`src/rtl/nabu_video_timing_if.sv`:
```
// Video timing bundle: mode/pattern controls in, pixel enable, counters, flags, colour out.
// Latency: n/a (wiring only).
// Backpressure: none; the consumer samples on ce_pix and cannot stall the raster.
//
// master: the generator (reads pal/scandouble/pattern, drives the rest).
// slave : the video sink (drives the controls, reads timing and colour).
interface nabu_video_timing_if #(
    parameter int COLOR_W = 8,
    parameter int CNT_W   = 10
);
    logic               pal;
    logic               scandouble;
    logic [1:0]         pattern;
    logic               ce_pix;
    logic [CNT_W-1:0]   hcnt;
    logic [CNT_W-1:0]   vcnt;
    logic               HBlank;
    logic               HSync;
    logic               VBlank;
    logic               VSync;
    logic               frame_start;
    logic [COLOR_W-1:0] r;
    logic [COLOR_W-1:0] g;
    logic [COLOR_W-1:0] b;

    modport master (
        input  pal, scandouble, pattern,
        output ce_pix, hcnt, vcnt, HBlank, HSync, VBlank, VSync, frame_start, r, g, b
    );

    modport slave (
        output pal, scandouble, pattern,
        input  ce_pix, hcnt, vcnt, HBlank, HSync, VBlank, VSync, frame_start, r, g, b
    );
endinterface

```
`src/rtl/nabu_video_timing.sv`:
```
// Video timing + test-pattern generator (pixel enable, H/V counters, blank/sync, RGB patterns).
// Latency: all outputs registered; counters, flags and colour change on the edge that raises ce_pix.
// Backpressure: none; free-running raster, mode inputs only take effect at the frame boundary.
//
// Ports:
//   clk   - system clock
//   reset - asynchronous active-high reset
//   vid   - nabu_video_timing_if.master: pal/scandouble/pattern in; ce_pix, hcnt, vcnt,
//           HBlank/HSync/VBlank/VSync, frame_start, r/g/b out
// Optional feature: define NABU_VTIMING_NOISE_EN to build the LFSR noise source for pattern 0;
// otherwise pattern 0 is a grey ramp of hcnt.
module nabu_video_timing #(
    parameter int CE_DIV    = 8,
    parameter int COLOR_W   = 8,
    parameter int CNT_W     = 10,
    parameter int H_ACTIVE  = 256,
    parameter int H_FP      = 14,
    parameter int H_SYNC    = 26,
    parameter int H_BP      = 46,
    parameter int V_ACTIVE  = 192,
    parameter int V_SYNC    = 3,
    parameter int VN_FP     = 24,
    parameter int VN_BP     = 43,
    parameter int VP_FP     = 48,
    parameter int VP_BP     = 70,
    parameter int BAR_SHIFT = 5
) (
    input  logic                  clk,
    input  logic                  reset,
    nabu_video_timing_if.master   vid
);
    localparam int H_TOT  = H_ACTIVE + H_FP + H_SYNC + H_BP;
    localparam int VN_TOT = V_ACTIVE + VN_FP + V_SYNC + VN_BP;
    localparam int VP_TOT = V_ACTIVE + VP_FP + V_SYNC + VP_BP;
    localparam int DIV_W  = $clog2(CE_DIV);
    localparam logic [COLOR_W-1:0] C_MAX   = '1;
    localparam logic [COLOR_W-1:0] C_SOLID = COLOR_W'(1) << (COLOR_W - 1);

    logic [DIV_W-1:0]   r_div;
    logic [CNT_W-1:0]   r_hcnt, r_vcnt;
    logic               r_pal, r_sd, r_line_odd;
    logic               r_ce, r_frame_start;
    logic               r_hblank, r_hsync, r_vblank, r_vsync;
    logic [COLOR_W-1:0] r_r, r_g, r_b;

    logic [DIV_W-1:0]   w_div_max;
    logic               w_div_last, w_hwrap, w_vlast, w_vstep, w_frame;
    logic [CNT_W-1:0]   w_hnext, w_vnext, w_vs_beg, w_vs_end;
    logic               w_hblank, w_hsync, w_vblank, w_vsync;
    logic [2:0]         w_bar;
    logic [COLOR_W-1:0] w_r, w_g, w_b, w_pat0;

    // Divider terminal count: halved in scandouble so the line rate doubles.
    assign w_div_max  = r_sd ? DIV_W'(CE_DIV / 2 - 1) : DIV_W'(CE_DIV - 1);
    assign w_div_last = (r_div == w_div_max);

    assign w_hwrap = (r_hcnt == CNT_W'(H_TOT - 1));
    assign w_vlast = r_pal ? (r_vcnt == CNT_W'(VP_TOT - 1)) : (r_vcnt == CNT_W'(VN_TOT - 1));
    // In scandouble each line is scanned twice; vcnt only steps on the second pass.
    assign w_vstep = w_hwrap && (!r_sd || r_line_odd);
    assign w_frame = w_vstep && w_vlast;

    assign w_hnext = w_hwrap ? '0 : r_hcnt + 1'b1;
    assign w_vnext = !w_vstep ? r_vcnt : (w_vlast ? '0 : r_vcnt + 1'b1);

    // Flags are decoded from the values the counters are about to take, so they
    // land on the same edge as the counters. At the boundary vnext is 0, so using
    // the outgoing mode's porch here is harmless.
    assign w_vs_beg = r_pal ? CNT_W'(V_ACTIVE + VP_FP) : CNT_W'(V_ACTIVE + VN_FP);
    assign w_vs_end = w_vs_beg + CNT_W'(V_SYNC);
    assign w_hblank = (w_hnext >= CNT_W'(H_ACTIVE));
    assign w_hsync  = (w_hnext >= CNT_W'(H_ACTIVE + H_FP)) &&
                      (w_hnext <  CNT_W'(H_ACTIVE + H_FP + H_SYNC));
    assign w_vblank = (w_vnext >= CNT_W'(V_ACTIVE));
    assign w_vsync  = (w_vnext >= w_vs_beg) && (w_vnext < w_vs_end);

    // Bar 0 (left edge) is white, counting down to black on the right.
    assign w_bar = 3'd7 - w_hnext[BAR_SHIFT+2:BAR_SHIFT];

`ifdef NABU_VTIMING_NOISE_EN
    logic [15:0] r_lfsr;
    logic [15:0] w_lfsr_next;

    // Galois form, shift right, taps 16'hB400: maximal length (65535 states).
    assign w_lfsr_next = r_lfsr[0] ? ((r_lfsr >> 1) ^ 16'hB400) : (r_lfsr >> 1);
    assign w_pat0      = COLOR_W'(w_lfsr_next);

    always_ff @(posedge clk or posedge reset) begin
        if (reset) begin
            r_lfsr <= 16'hACE1;
        end else if (w_div_last) begin
            r_lfsr <= w_lfsr_next;
        end
    end
`else
    assign w_pat0 = COLOR_W'(w_hnext);
`endif

    always_comb begin
        w_r = '0;
        w_g = '0;
        w_b = '0;
        if (!(w_hblank || w_vblank)) begin
            case (vid.pattern)
                2'd0: begin
                    w_r = w_pat0;
                    w_g = w_pat0;
                    w_b = w_pat0;
                end
                2'd1: begin
                    w_r = w_bar[1] ? C_MAX : '0;
                    w_g = w_bar[2] ? C_MAX : '0;
                    w_b = w_bar[0] ? C_MAX : '0;
                end
                2'd2: begin
                    if (w_hnext[3:0] == 4'd0 || w_vnext[3:0] == 4'd0) begin
                        w_r = C_MAX;
                        w_g = C_MAX;
                        w_b = C_MAX;
                    end
                end
                default: begin
                    w_r = C_SOLID;
                    w_g = C_SOLID;
                    w_b = C_SOLID;
                end
            endcase
        end
    end

    always_ff @(posedge clk or posedge reset) begin
        if (reset) begin
            r_div         <= '0;
            r_hcnt        <= '0;
            r_vcnt        <= '0;
            r_pal         <= 1'b0;
            r_sd          <= 1'b0;
            r_line_odd    <= 1'b0;
            r_ce          <= 1'b0;
            r_frame_start <= 1'b0;
            r_hblank      <= 1'b0;
            r_hsync       <= 1'b0;
            r_vblank      <= 1'b0;
            r_vsync       <= 1'b0;
            r_r           <= '0;
            r_g           <= '0;
            r_b           <= '0;
        end else begin
            r_ce          <= 1'b0;
            r_frame_start <= 1'b0;
            if (w_div_last) begin
                r_div    <= '0;
                r_ce     <= 1'b1;
                r_hcnt   <= w_hnext;
                r_vcnt   <= w_vnext;
                r_hblank <= w_hblank;
                r_hsync  <= w_hsync;
                r_vblank <= w_vblank;
                r_vsync  <= w_vsync;
                r_r      <= w_r;
                r_g      <= w_g;
                r_b      <= w_b;
                if (w_frame) begin
                    // Mode switches only here, so a frame never mixes timings.
                    r_pal         <= vid.pal;
                    r_sd          <= vid.scandouble;
                    r_line_odd    <= 1'b0;
                    r_frame_start <= 1'b1;
                end else if (w_hwrap && r_sd) begin
                    r_line_odd <= ~r_line_odd;
                end
            end else begin
                r_div <= r_div + 1'b1;
            end
        end
    end

    assign vid.ce_pix      = r_ce;
    assign vid.hcnt        = r_hcnt;
    assign vid.vcnt        = r_vcnt;
    assign vid.HBlank      = r_hblank;
    assign vid.HSync       = r_hsync;
    assign vid.VBlank      = r_vblank;
    assign vid.VSync       = r_vsync;
    assign vid.frame_start = r_frame_start;
    assign vid.r           = r_r;
    assign vid.g           = r_g;
    assign vid.b           = r_b;
endmodule
```
`src/flat_wrapper.sv`:
```
// flat-port wrapper written by rule: the top's interface ports become plain ports
module nabu_video_timing_flat 
#(
    parameter int CE_DIV    = 8,
    parameter int COLOR_W   = 8,
    parameter int CNT_W     = 10,
    parameter int H_ACTIVE  = 256,
    parameter int H_FP      = 14,
    parameter int H_SYNC    = 26,
    parameter int H_BP      = 46,
    parameter int V_ACTIVE  = 192,
    parameter int V_SYNC    = 3,
    parameter int VN_FP     = 24,
    parameter int VN_BP     = 43,
    parameter int VP_FP     = 48,
    parameter int VP_BP     = 70,
    parameter int BAR_SHIFT = 5
)
  (clk, reset, vid_pal, vid_scandouble, vid_pattern, vid_ce_pix, vid_hcnt, vid_vcnt, vid_HBlank, vid_HSync, vid_VBlank, vid_VSync, vid_frame_start, vid_r, vid_g, vid_b);
  nabu_video_timing_if #(.COLOR_W(COLOR_W), .CNT_W(CNT_W)) vid_i ();
  input  logic clk;
  input  logic reset;
  input wire logic [$bits(vid_i.pal)-1:0] vid_pal;
  input wire logic [$bits(vid_i.scandouble)-1:0] vid_scandouble;
  input wire logic [$bits(vid_i.pattern)-1:0] vid_pattern;
  output wire logic [$bits(vid_i.ce_pix)-1:0] vid_ce_pix;
  output wire logic [$bits(vid_i.hcnt)-1:0] vid_hcnt;
  output wire logic [$bits(vid_i.vcnt)-1:0] vid_vcnt;
  output wire logic [$bits(vid_i.HBlank)-1:0] vid_HBlank;
  output wire logic [$bits(vid_i.HSync)-1:0] vid_HSync;
  output wire logic [$bits(vid_i.VBlank)-1:0] vid_VBlank;
  output wire logic [$bits(vid_i.VSync)-1:0] vid_VSync;
  output wire logic [$bits(vid_i.frame_start)-1:0] vid_frame_start;
  output wire logic [$bits(vid_i.r)-1:0] vid_r;
  output wire logic [$bits(vid_i.g)-1:0] vid_g;
  output wire logic [$bits(vid_i.b)-1:0] vid_b;
  assign vid_i.pal = vid_pal;
  assign vid_i.scandouble = vid_scandouble;
  assign vid_i.pattern = vid_pattern;
  assign vid_ce_pix = vid_i.ce_pix;
  assign vid_hcnt = vid_i.hcnt;
  assign vid_vcnt = vid_i.vcnt;
  assign vid_HBlank = vid_i.HBlank;
  assign vid_HSync = vid_i.HSync;
  assign vid_VBlank = vid_i.VBlank;
  assign vid_VSync = vid_i.VSync;
  assign vid_frame_start = vid_i.frame_start;
  assign vid_r = vid_i.r;
  assign vid_g = vid_i.g;
  assign vid_b = vid_i.b;
  nabu_video_timing #(.CE_DIV(CE_DIV), .COLOR_W(COLOR_W), .CNT_W(CNT_W), .H_ACTIVE(H_ACTIVE), .H_FP(H_FP), .H_SYNC(H_SYNC), .H_BP(H_BP), .V_ACTIVE(V_ACTIVE), .V_SYNC(V_SYNC), .VN_FP(VN_FP), .VN_BP(VN_BP), .VP_FP(VP_FP), .VP_BP(VP_BP), .BAR_SHIFT(BAR_SHIFT)) u_core (.clk(clk), .reset(reset), .vid(vid_i));
endmodule
```
`config.mk`:
```
export PLATFORM = sky130hd
export DESIGN_NAME = nabu_video_timing_flat
export DESIGN_NICKNAME = d
export VERILOG_FILES = /design/src/rtl/nabu_video_timing_if.sv /design/src/rtl/nabu_video_timing.sv /design/src/flat_wrapper.sv
export SDC_FILE = /design/constraint.sdc
export NUM_CORES = 1
export LEC_CHECK = 0
export ABC_AREA = 1
export CAP_MARGIN = 20
export CELL_PAD_IN_SITES_DETAIL_PLACEMENT = 0
export CELL_PAD_IN_SITES_GLOBAL_PLACEMENT = 1
export CORE_MARGIN = 4
export CORE_UTILIZATION = 38
export DETAILED_ROUTE_END_ITERATION = 7
export PLACE_DENSITY = 0.8
export SLEW_MARGIN = 20
export SYNTH_ARGS = -nofsm -noshare
export SYNTH_HDL_FRONTEND = slang
export SYNTH_SLANG_ARGS = --single-unit
export TNS_END_PERCENT = 50
```
`constraint.sdc`:
```
create_clock -name clk -period 2.3 [get_ports clk]
set_input_delay 0.46 -clock clk [delete_from_list [all_inputs] [get_ports clk]]
set_output_delay 0.46 -clock clk [all_outputs]
set_load 0.05 [all_outputs]
```
==> metrics <==
horizontal extent of the die=98.3 um; largest family of logic cells by synthesized area=simple AND/OR/NAND/NOR gates; remaining global-route overflow=0; Synth Cell Area=3100 um2; Min Clock Period, post-route=2.19 ns; IR drop worst, VDD=0.281 mV; fmax=457 MHz; fraction of layout cells with a size suffix above 1=0.114; global-route wire length before repair=13.9 mm; worst flop-to-flop path endpoint=u_core.vid.g[0]; average instance area after synthesis=7.39 um2; total number of placement rows=32; total of buffers placed on input and output ports=55; root cell of the clock tree=sky130_fd_sc_hd__clkbuf_8; vias in the first global route=2928; number of unique standard cell types used by synthesis=27; arrival time at the worst endpoint=1.73 ns; layout-stage area growth over the synthesis result=30.8%; post-layout instance area=4060 um2; antenna diode count=0; placeable core region=7850 um2; Hold Violations, Final=0; result of the run=finished clean; overall track demand over capacity in global routing=0.173; Clock H-tree levels=2; initial standard-cell utilization of the core=0.395; initial antenna violation count=0; most common cell after layout, fill and taps aside=sky130_fd_sc_hd__nand2_1; Hold EP=u_core.r_div[1]; number of nets at the end of the flow=502; average wire length per cell after detail routing=13.8 um; Setup CP Type=flip-flop to output port; max-slew headroom at the worst pin=0.557; final-layout setup total negative slack=0 ns; post-placement cell area=3850 um2; Simple-Gate Fraction of Synth Area=0.351; number of sinks on the clock net=56; worst reg2reg path depth=13; fraction of synthesized area in multiplexers=0; cell type with the highest occurrence count on the critical path=sky130_fd_sc_hd__buf_4; routed wire length=8.16 mm; Worst Hold Depth=1; iteration-0 DRC count of the detailed router=161; number of vias in the routed layout=2919; kind of capture point of the worst setup path=output port; synthesized netlist net count=433; largest stage delay on the critical path=0.80 ns; count of pins on the block boundary=56; warnings from Yosys=0; cell count after synthesis=420; Inserted Clock Buffers=5; via density per instance=4.93; drt drc=0; fraction of the yosys area taken by sequential cells=0.452; crit share post-route=0.951; slew at the pin with the worst max-slew slack=0.662 ns; CTS clk-pin slew, worst paths=0.09 ns; area of the die=9670 um2; maximum number of pins on one net before global-route repair=59; crit start category=flip-flop; Post-Place Setup Slack=0.113 ns; post-layout worst setup margin=0.113 ns; final total power=0.00206 W; RSZ-0062 raised after global routing=true; placer congestion estimate=0.868; area share of fa/ha/maj cells after synthesis=0.0282; highest-count cells in the layout ignoring fill and taps=155 x sky130_fd_sc_hd__nand2_1, 55 x sky130_fd_sc_hd__clkdlybuf4s50_1, 52 x sky130_fd_sc_hd__dfrtp_1, 48 x sky130_fd_sc_hd__nand3_1, 44 x sky130_fd_sc_hd__inv_1; number of hold-repair buffers added at the cts stage=0; Bufs on Longest Clock Path=2; standby leakage power=1.99 nW; TritonCTS clock tree=done; minimum setup slack among reg-to-reg paths=0.13 ns; slowest CP cell=sky130_fd_sc_hd__clkdlybuf4s50_1; final slew viol count=0; Worst Hold Launch=u_core.r_div[1]; worst-skew pair later-pin latency=0.31 ns; data required time of the critical path=1.84 ns; first-pass iteration count of the detailed router=4; Pwr per Cell Area=508 nW/um2; number of register bits inferred by synthesis=56; max_cap viols=0; worst-path cell chain=buf_4 > buf_4 > clkdlybuf4s50_1; complex-gate fraction of the synthesized area=0.0649; Final setup violation count=0; clock skew after layout=0.0155 ns; HPWL Detailed=6.00 mm; Max FO, Critical Path=4; kind of path behind the tightest hold check=flip-flop to flip-flop; Worst R2R Start=u_core.vid.vcnt[9]; DIE HEIGHT=98.3 um; parity-gate share of the synthesized area counting xor and xnor cells=0.0194; count of nets left with antenna violations after detail routing=0
## repair_timing
| action | CTS | global route |
|---|---|---|
| buffers inserted | 0 | 1 |
| resized for setup | 0 | 16 |
| setup endpoints to repair | 0 | 25 |
## logic make-up (layout without fill, tap and decap cells)
kind of cell / Yosys count / count (layout)
and+or+nand+nor: 252 / 255
buffers and inverters: 60 / 127
DFF: 56 / 56
AOI/OAI and AO/OA: 39 / 39
adders and majority gates: 7 / 7
xor gates and xnor gates: 6 / 6
## state kept, by name, indices dropped and copies added, names as in the netlist, 3 cells and up
register	cells
u_core.r_div	3
u_core.vid.b	8
u_core.vid.hcnt	10
u_core.vid.r	8
u_core.vid.vcnt	10
u_core.vid.g	8
## stage by stage
| step | utilization | hold slack [ns] | instances |
|---|---|---|---|
| 6_report | 0.517 | 0.480 | 592 |
| 5_1_grt | 0.517 | 0.490 | 592 |
| 4_1_cts | 0.507 | 0.484 | 588 |
| 3_5_place_dp | 0.491 | 0.461 | 580 |
| 3_3_place_gp | 0.491 | 0.453 | 580 |
| 2_1_floorplan | - | 0.443 | 420 |
## critical path: cells and delay by family, from the launching register on
kind | cells | cell delay, ns
flops | 1 | 0.40
buf+inv | 3 | 1.03
## metal layers
metal,up-vias,part of all wire,wire (um),global-route usage
met5,-,0,0,0
met4,0,0.0039,32,0.0357
met3,2,0.037,301,0.0307
met2,56,0.50,4060,0.307
met1,1395,0.46,3760,0.221
li1,1466,-,-,-
## Yosys cell counts
cell,instances,share of area
sky130_fd_sc_hd__inv_2,2,0.0024
sky130_fd_sc_hd__nand4_1,5,0.010
sky130_fd_sc_hd__nand3_2,1,0.0032
sky130_fd_sc_hd__clkbuf_1,6,0.0073
sky130_fd_sc_hd__dfrtp_1,56,0.45
sky130_fd_sc_hd__nand4_2,2,0.0081
sky130_fd_sc_hd__nand2_4,1,0.0036
sky130_fd_sc_hd__nand2_1,157,0.19
sky130_fd_sc_hd__buf_1,1,0.0012
sky130_fd_sc_hd__inv_1,45,0.054
sky130_fd_sc_hd__nand2_2,2,0.0040
sky130_fd_sc_hd__xor2_2,1,0.0052
sky130_fd_sc_hd__o21a_1,2,0.0048
sky130_fd_sc_hd__nand3_1,50,0.081
sky130_fd_sc_hd__nor2_4,2,0.0073
sky130_fd_sc_hd__nor2_2,1,0.0020
sky130_fd_sc_hd__xor2_1,5,0.014
sky130_fd_sc_hd__a21oi_1,7,0.011
sky130_fd_sc_hd__ha_1,7,0.028
sky130_fd_sc_hd__o21ai_1,2,0.0032
sky130_fd_sc_hd__buf_2,1,0.0016
sky130_fd_sc_hd__buf_6,5,0.018
sky130_fd_sc_hd__or2_2,2,0.0040
sky130_fd_sc_hd__a31oi_1,1,0.0020
sky130_fd_sc_hd__nor2_1,23,0.028
sky130_fd_sc_hd__nor3_1,6,0.0097
sky130_fd_sc_hd__o21ai_0,27,0.044
## worst max path at each step
stage,to,start,depth (start not counted)
finish,vid_hcnt[0],u_core.vid.hcnt[0],3
global route,u_core.vid.r[6],u_core.vid.hcnt[1],15
CTS,u_core.vid.g[1],u_core.vid.hcnt[0],13
detailed placement,u_core.vid.g[1],u_core.vid.hcnt[0],13
global placement,u_core.vid.r[4],u_core.vid.hcnt[1],14
floorplan,u_core.vid.VSync,u_core.vid.hcnt[1],14
## report_power, final
part / total, W / internal, W / leakage (nW) / switching (W)
Combinational: 0.000316 / 0.000101 / 1.22 / 0.000215
Clock: 0.000705 / 0.000385 / 0.0645 / 0.000320
Sequential: 0.00104 / 0.00102 / 0.709 / 0.0000207
## area by class of cell
class	instances	area [um2]
Clock buffer	7	96.3
Tap cell	102	128
Multi-Input combinational cell	307	1520
Clock inverter	1	30.0
Timing Repair Buffer	72	703
Inverter	47	176
Sequential cell	56	1410
Fill cell	797	3790
No activity file was read; power rests on OpenSTA's default activity.
